### src/rtl/mem_port_arbiter.sv
// Round-robin arbiter sharing one memory port between instruction fetch (port 0)
// and data access (port 1), with a watchdog that aborts stalled transactions.
module mem_port_arbiter #(
  parameter int WIDTH   = 16,
  parameter int TIMEOUT = 15
) (
  input  logic             clk,
  input  logic             rst,
  input  logic             req0,
  input  logic             req1,
  input  logic [WIDTH-1:0] addr0,
  input  logic [WIDTH-1:0] addr1,
  input  logic [WIDTH-1:0] wdata0,
  input  logic [WIDTH-1:0] wdata1,
  input  logic             we0,
  input  logic             we1,
  output logic             gnt0,
  output logic             gnt1,
  output logic             done0,
  output logic             done1,
  output logic             err,
  output logic [WIDTH-1:0] rdata,
  output logic             mem_req,
  output logic [WIDTH-1:0] mem_addr,
  output logic [WIDTH-1:0] mem_wdata,
  output logic             mem_we,
  input  logic [WIDTH-1:0] mem_rdata,
  input  logic             mem_ack
);

  typedef enum logic {IDLE, BUSY} state_t;

  localparam logic [7:0] WD_LAST = 8'(TIMEOUT - 1);

  state_t     r_state;
  logic       r_prio;
  logic [7:0] r_wd;

  logic w_busy;
  logic w_we;

  assign w_busy = (r_state == BUSY);
  assign w_we   = gnt1 ? we1 : we0;

  // The grant register alone steers the port; IDLE forces every port output low.
  assign mem_req   = w_busy;
  assign mem_we    = w_busy & w_we;
  assign mem_addr  = w_busy ? (gnt1 ? addr1 : addr0) : '0;
  assign mem_wdata = w_busy ? (gnt1 ? wdata1 : wdata0) : '0;

  always_ff @(posedge clk) begin
    if (rst) begin
      r_state <= IDLE;
      r_prio  <= 1'b0;
      r_wd    <= '0;
      gnt0    <= 1'b0;
      gnt1    <= 1'b0;
      done0   <= 1'b0;
      done1   <= 1'b0;
      err     <= 1'b0;
      rdata   <= '0;
    end else begin
      done0 <= 1'b0;
      done1 <= 1'b0;
      err   <= 1'b0;
      case (r_state)
        IDLE: begin
          if (req0 || req1) begin
            r_wd    <= '0;
            r_state <= BUSY;
            if (req0 && (!req1 || !r_prio)) gnt0 <= 1'b1;
            else                            gnt1 <= 1'b1;
          end
        end
        BUSY: begin
          // Ack is checked before the watchdog so a last-cycle ack still completes.
          if (mem_ack) begin
            if (!w_we) rdata <= mem_rdata;
            done0   <= gnt0;
            done1   <= gnt1;
            gnt0    <= 1'b0;
            gnt1    <= 1'b0;
            r_prio  <= !gnt1;
            r_state <= IDLE;
          end else if (r_wd == WD_LAST) begin
            err     <= 1'b1;
            gnt0    <= 1'b0;
            gnt1    <= 1'b0;
            r_prio  <= !gnt1;
            r_state <= IDLE;
          end else begin
            r_wd <= r_wd + 8'd1;
          end
        end
        default: r_state <= IDLE;
      endcase
    end
  end

endmodule

### config.mk
export PLATFORM = sky130hd
export DESIGN_NAME = mem_port_arbiter
export DESIGN_NICKNAME = d
export VERILOG_FILES = /design/src/rtl/mem_port_arbiter.sv
export SDC_FILE = /design/constraint.sdc
export NUM_CORES = 1
export LEC_CHECK = 0
export CELL_PAD_IN_SITES_DETAIL_PLACEMENT = 0
export CELL_PAD_IN_SITES_GLOBAL_PLACEMENT = 2
export CORE_MARGIN = 2
export CORE_UTILIZATION = 17
export CTS_CLUSTER_DIAMETER = 80
export DETAILED_ROUTE_END_ITERATION = 16
export GPL_ROUTABILITY_DRIVEN = 0
export PLACE_DENSITY_LB_ADDON = 0.1
export SYNTH_ARGS = -nofsm -noshare
export SYNTH_HDL_FRONTEND = slang
export SYNTH_SLANG_ARGS = --single-unit
### constraint.sdc
create_clock -name clk -period 2.2 [get_ports clk]
set_clock_uncertainty 0.1 [all_clocks]
set_input_delay 0.33 -clock clk [delete_from_list [all_inputs] [get_ports clk]]
set_output_delay 0.33 -clock clk [all_outputs]
set_load 0.01 [all_outputs]
==> run_results.csv, run 1 <==
group,metric,value,unit
finish,final_cell_mix,"clkdlybuf4s50_1, mux2i_1, nor2b_1, dfxtp_1, nor2_1",
clock_tree,clock-root-buffer,"clkbuf_8",
sta,period_share,0.960,
sta,hold_violations,0,
finish,layout_commonest_cell,"clkdlybuf4s50_1",
finish,synthToLayoutAreaGrowth,94.4,%
sta,maxSlewHeadroom,0.787,
worst_setup_path,r2r-start,"r_wd[4]",
worst_setup_path,crit_fanout,9,
global_routing,grt_usage,0.104,
worst_hold_path,hold_depth,2,
clock_tree,cts_tree,"done",
power,p_clk_frac,0.279,
place,placed_cell_area,3480,um2
drt,routedWlPerCell,13.8,um
worst_setup_path,crit_slowest_cell,"clkdlybuf4s50_1",
floorplan,fp-row-count,38,
power,intPower,1.15,mW
place,io_buffer_count,141,
synth,synth_area_leaders,"dfxtp_1, mux2i_1, nor2b_1",
worst_setup_path,critPathArrivalTime,1.68,ns
synth,synth_area,1870,um2
worst_hold_path,hold_path_end,"rdata[5]",
finish,antenna_cells,0,
sta,slew_viol_final,0,
clock_tree,ctsHoldBuffers,0,
drt,first_pass_iters,4,
clock_tree,cts-htree-levels,2,
sta,rsz0062_at_grt,"false",
global_routing,grt_max_degree,25,
drt,drtIter0Drc,48,
synth,synth_nets,295,
finish,n_fill_cell,1125,
sta,worst_pin_slew,0.317,ns
floorplan,die_y,109,um
global_routing,antenna_found_initial,0,
synth,yosysTopAreaCell,"dfxtp_1",
worst_setup_path,r2r_cells,5,
power,swShare,0.272,
drt,vias,1987,
place,hpwlAfterDp,5.22,mm
synth,seq_area_frac_synth,0.332,
floorplan,initial_core_util,0.173,
synth,ys_warn_count,0,
worst_setup_path,reg2reg_slack,0.45,ns
sta,period_needed,2.11,ns
status,status,"complete, no violations",
floorplan,dieArea,11900,um2
global_routing,globalRouteOverflowTotal,0,
worst_setup_path,required,1.77,ns
power,powerDensity,436,nW/um2
finish,finalInstanceArea,3640,um2
power,irDropWorstVdd,330,uV
synth,synth_seq_cells,31,
clock_tree,cts_setup_buffers,0,
floorplan,io_pins,142,
sta,fin_hold_ws,0.393,ns
worst_setup_path,path_class,"reg2out",
finish,nNetsFinal,440,
drt,vias_per_cell,4.04,
drt,ant_nets,0,
synth,yosysTopAreaCellShare,0.332,
worst_hold_path,hp-class,"reg2reg",
worst_setup_path,cp-start-kind,"register",
clock_tree,cts_buffers,5,
power,combinationalPowerShare,0.346,
drt,remaining_drc_errors,0,
synth,synth.distinct_cells,39,
power,power.leakage,1.26,nW
worst_setup_path,path_cells,"buf_12 -> mux2i_4 -> nor2b_1 -> clkdlybuf4s50_1",
worst_setup_path,slowest_delay,0.54,ns
worst_hold_path,hold_start,"rdata[5]",
finish,drive_gt1_frac,0.0795,
power,p_seq_frac,0.375,
global_routing,first_global_vias,1826,
sta,max_freq,474,MHz
power,switchingPower,0.432,mW
drt,wl,6.81,mm
synth,syn_inst,206,
clock_tree,clockBufferDepth,2,
floorplan,coreArea,10800,um2
job,maxCapViolCount,0,
worst_setup_path,r2r-end,"r_wd[6]",
synth,syn_avg_cell_area,9.08,um2
worst_setup_path,critical_path_buf_inv_count,2,
worst_setup_path,worstSetupEndpointType,"primary output",
floorplan,die_w,109,um
clock_tree,insertion_delay,0.28,ns
clock_tree,cts.sinks,31,
power,power,1.59,mW
global_routing,grt_pass1_wl,9.62,mm
worst_setup_path,path_delay_family,"buffers and inverters",
clock_tree,path_clk_slew,0.07,ns
sta,setup_viol,0,
[registers in the layout, summed over array words and instances (netlist names)]
| register | flops |
|---|---|
| rdata | 16 |
| r_wd | 8 |
| done0 | 1 |
| done1 | 1 |
| err | 1 |
| gnt0 | 1 |
| gnt1 | 1 |
| mem_req | 1 |
| r_prio | 1 |
[cells by family after synthesis]
group | after synthesis | synth area share
adders and majority gates | 2 | 0.0134
and+or+nand+nor | 86 | 0.256
buffers and inverters | 19 | 0.0495
AOI/OAI and AO/OA | 16 | 0.0689
DFF | 31 | 0.332
muxes | 52 | 0.280
[metrics by stage]
step | cells | setup WS [ns] | utilization | setup TNS, ns
floorplan | 206 | 0.473 | - | 0
global placement | 482 | 0.182 | 0.323 | 0
detailed placement | 482 | 0.159 | 0.323 | 0
CTS | 491 | -0.0390 | 0.335 | -0.403
global route | 492 | 0.0116 | 0.337 | 0
finish | 492 | 0.0890 | 0.337 | 0
[power by group through the flow]
stage          registers, mW  clock network, mW  logic (mW)
2_1_floorplan          0.609                  0       0.206
3_3_place_gp           0.603                  0       0.539
3_5_place_dp           0.603                  0       0.536
4_1_cts                0.592              0.473       0.555
5_1_grt                0.597              0.485       0.593
6_report               0.594              0.443       0.549
[synth_stat cells]
library cell / count
o2111ai_1: 2
and3_1: 1
o21bai_1: 1
or3_1: 1
nor2b_1: 34
o21ba_2: 1
o22ai_1: 2
a31o_2: 1
a311oi_1: 2
a21oi_1: 1
or4_1: 2
buf_2: 5
nand4b_1: 1
o32ai_1: 1
nor3_1: 2
o31ai_1: 1
or2_2: 1
mux2_1: 1
mux2i_1: 49
ha_1: 2
o221ai_1: 1
nand2_1: 10
o41ai_1: 2
clkbuf_1: 7
nand2b_4: 1
nand3b_1: 2
mux2_2: 2
nor4_1: 1
a21boi_0: 1
buf_4: 2
nand2b_1: 4
and2_4: 1
nand3_1: 3
buf_6: 1
nor2_1: 19
dfxtp_1: 31
nand4_1: 1
nor3b_1: 2
inv_1: 4
[metal layers]
metal,up-vias,GRT usage,part of all wire
met1,871,0.132,0.45
met4,0,0.0220,0.0057
met3,5,0.0442,0.13
li1,1005,-,-
met2,106,0.165,0.42
met5,-,0,0
[worst register-to-register path: stages, from the launching register on]
cell	delay, ns
dfxtp_1	0.38
nor4_1	0.32
a31o_2	0.28
buf_4	0.16
nand2_1	0.13
a311oi_1	0.29
[worst max path at each step]
stage | from | end | slack [ns] | cells past startpoint
final | gnt1 | mem_we | 0.09 | 4
after global routing | gnt1 | mem_addr[10] | 0.01 | 4
after CTS | gnt1 | mem_wdata[4] | -0.04 | 4
after detailed placement | mem_ack | r_wd[7] | 0.16 | 5
after global placement | mem_ack | r_wd[7] | 0.18 | 5
after floorplan | gnt1 | rdata[4] | 0.47 | 7
[area by class of cell]
| cell class | count | area, um2 | share of cell area |
|---|---|---|---|
| tap | 140 | 175 | 0.0482 |
| inverter | 4 | 15.0 | 0.00413 |
| multi-input combinational | 156 | 1170 | 0.322 |
| clock buffer | 6 | 72.6 | 0.0200 |
| timing repair buffer | 153 | 1570 | 0.431 |
| clock inverter | 2 | 12.5 | 0.00344 |
| sequential | 31 | 624 | 0.172 |
[repair_timing]
action                                 in CTS  in global routing
setup endpoints to repair                   2                 19
gates cloned                                1                  1
gates resized for setup                     2                  3
endpoints found under the hold margin       0                  0
(Power assumes the default switching activity.)
==> run 2: changes to the inputs <==
- CORE_UTILIZATION: 17 -> 16
- clock period: 2.2 -> 1.9 ns (I/O delays scaled with it)
==> run_results.csv, run 2 (synthesized netlist as in run 1, its figures left out) <==
group,metric,value,unit
status,status,"complete, no violations",
place,hpwlAfterDp,5.37,mm
global_routing,grt_max_degree,25,
place,placed_cell_area,3550,um2
drt,drtIter0Drc,85,
finish,nNetsFinal,444,
power,power.leakage,1.43,nW
sta,worst_pin_slew,0.394,ns
power,powerDensity,573,nW/um2
global_routing,grt_usage,0.109,
drt,vias_per_cell,3.98,
finish,largest_reg_flops,16,
global_routing,first_global_vias,2074,
drt,remaining_drc_errors,0,
finish,layout_commonest_cell,"clkdlybuf4s50_1",
power,irDropWorstVdd,405,uV
global_routing,grt_pass1_wl,11.0,mm
floorplan,fp-row-count,39,
drt,routedWlPerCell,13.8,um
clock_tree,cts-htree-levels,2,
sta,period_share,0.946,
sta,setup_slack,0.103,ns
worst_hold_path,hp-class,"reg2reg",
drt,vias,1986,
finish,n_fill_cell,1220,
finish,synthToLayoutAreaGrowth,97.8,%
finish,antenna_cells,0,
worst_setup_path,worstSetupEndpointType,"primary output",
clock_tree,clock-root-buffer,"clkbuf_16",
floorplan,initial_core_util,0.164,
drt,wl,6.88,mm
sta,fin_hold_ws,0.393,ns
finish,finalInstanceArea,3700,um2
sta,rsz0062_at_grt,"false",
floorplan,dieArea,12600,um2
floorplan,coreArea,11400,um2
floorplan,io_pins,142,
clock_tree,cts_buffers,5,
global_routing,antenna_found_initial,0,
sta,max_freq,557,MHz
drt,ant_nets,0,
place,place_ws,-0.147,ns
clock_tree,cts.sinks,31,
drt,first_pass_iters,4,
floorplan,die_w,112,um
job,maxCapViolCount,0,
sta,period_needed,1.80,ns
clock_tree,path_clk_slew,0.05,ns
worst_setup_path,critical_path_buf_inv_count,2,
sta,maxSlewHeadroom,0.735,
worst_setup_path,path_delay_family,"buffers and inverters",
finish,final_cell_mix,"clkdlybuf4s50_1, mux2i_1, nor2b_1, dlygate4sd2_1, dfxtp_1",
sta,setup_viol,0,
place,io_buffer_count,141,
clock_tree,clockBufferDepth,2,
worst_setup_path,slowest_delay,0.40,ns
worst_setup_path,cp-start-kind,"register",
clock_tree,insertion_delay,0.27,ns
worst_setup_path,path_cells,"buf_8 -> mux2i_1 -> nor2b_1 -> dlygate4sd2_1",
finish,reg.largest.list,"rdata (16), r_wd (8)",
power,power,2.12,mW
finish,top_register,"rdata",
clock_tree,ctsHoldBuffers,0,
worst_setup_path,crit_slowest_cell,"dfxtp_4",
worst_setup_path,critPathArrivalTime,1.41,ns
finish,drive_gt1_frac,0.0871,
worst_setup_path,crit_fanout,9,
global_routing,globalRouteOverflowTotal,0,
worst_setup_path,required,1.51,ns
floorplan,die_y,112,um
clock_tree,cts_tree,"done",
sta,slew_viol_final,0,
worst_setup_path,path_class,"reg2out",
sta,finalSetupTns,0,ns
sta,hold_violations,0,
-- run 2: timing repair --
action,CTS,global route
setup buffers,0,0
resized for setup,37,0
setup endpoints to repair,33,0
-- run 2: worst register-to-register path: cells and delay by family (launching register included) --
kind            cells  cell delay, ns
flops               1            0.37
compound gates      2            0.33
buf+inv             2            0.31
simple gates        2            0.53
-- run 2: per-stage QoR --
step,std cells,util
2_1_floorplan,206,-
3_3_place_gp,490,0.311
3_5_place_dp,490,0.311
4_1_cts,499,0.324
5_1_grt,499,0.324
6_report,499,0.324
-- run 2: routing by layer --
layer | vias to the layer above | wire length, um | track usage
met4 | 0 | 85 | 0.0301
met3 | 6 | 637 | 0.0437
met1 | 868 | 2950 | 0.130
met2 | 96 | 3210 | 0.181
li1 | 1016 | - | -
met5 | - | 0 | 0
-- run 2: where the power goes --
group	switching [mW]	internal (mW)
clock	0.271	0.557
combinational	0.220	0.383
sequential	0.0179	0.672
-- run 2: area by class of cell --
cell class              instances  area [um2]  share of cell area
clock buffers                   8         156              0.0423
inverters                       4        15.0             0.00406
multi-input cells             156        1160               0.313
flip-flops and latches         31         624               0.169
well taps                     143         179              0.0484
repair buffers                157        1570               0.424
-- run 2: final timing paths --
check / endpoint / cells after the start / startpoint / slack (ns)
worst min-delay path: rdata[8] / 2 / rdata[8] / 0.39
worst max register to register: r_wd[5] / 6 / mem_req / 0.18
worst min register to register: rdata[8] / 2 / rdata[8] / 0.39
worst max-delay path: mem_we / 4 / gnt1 / 0.10
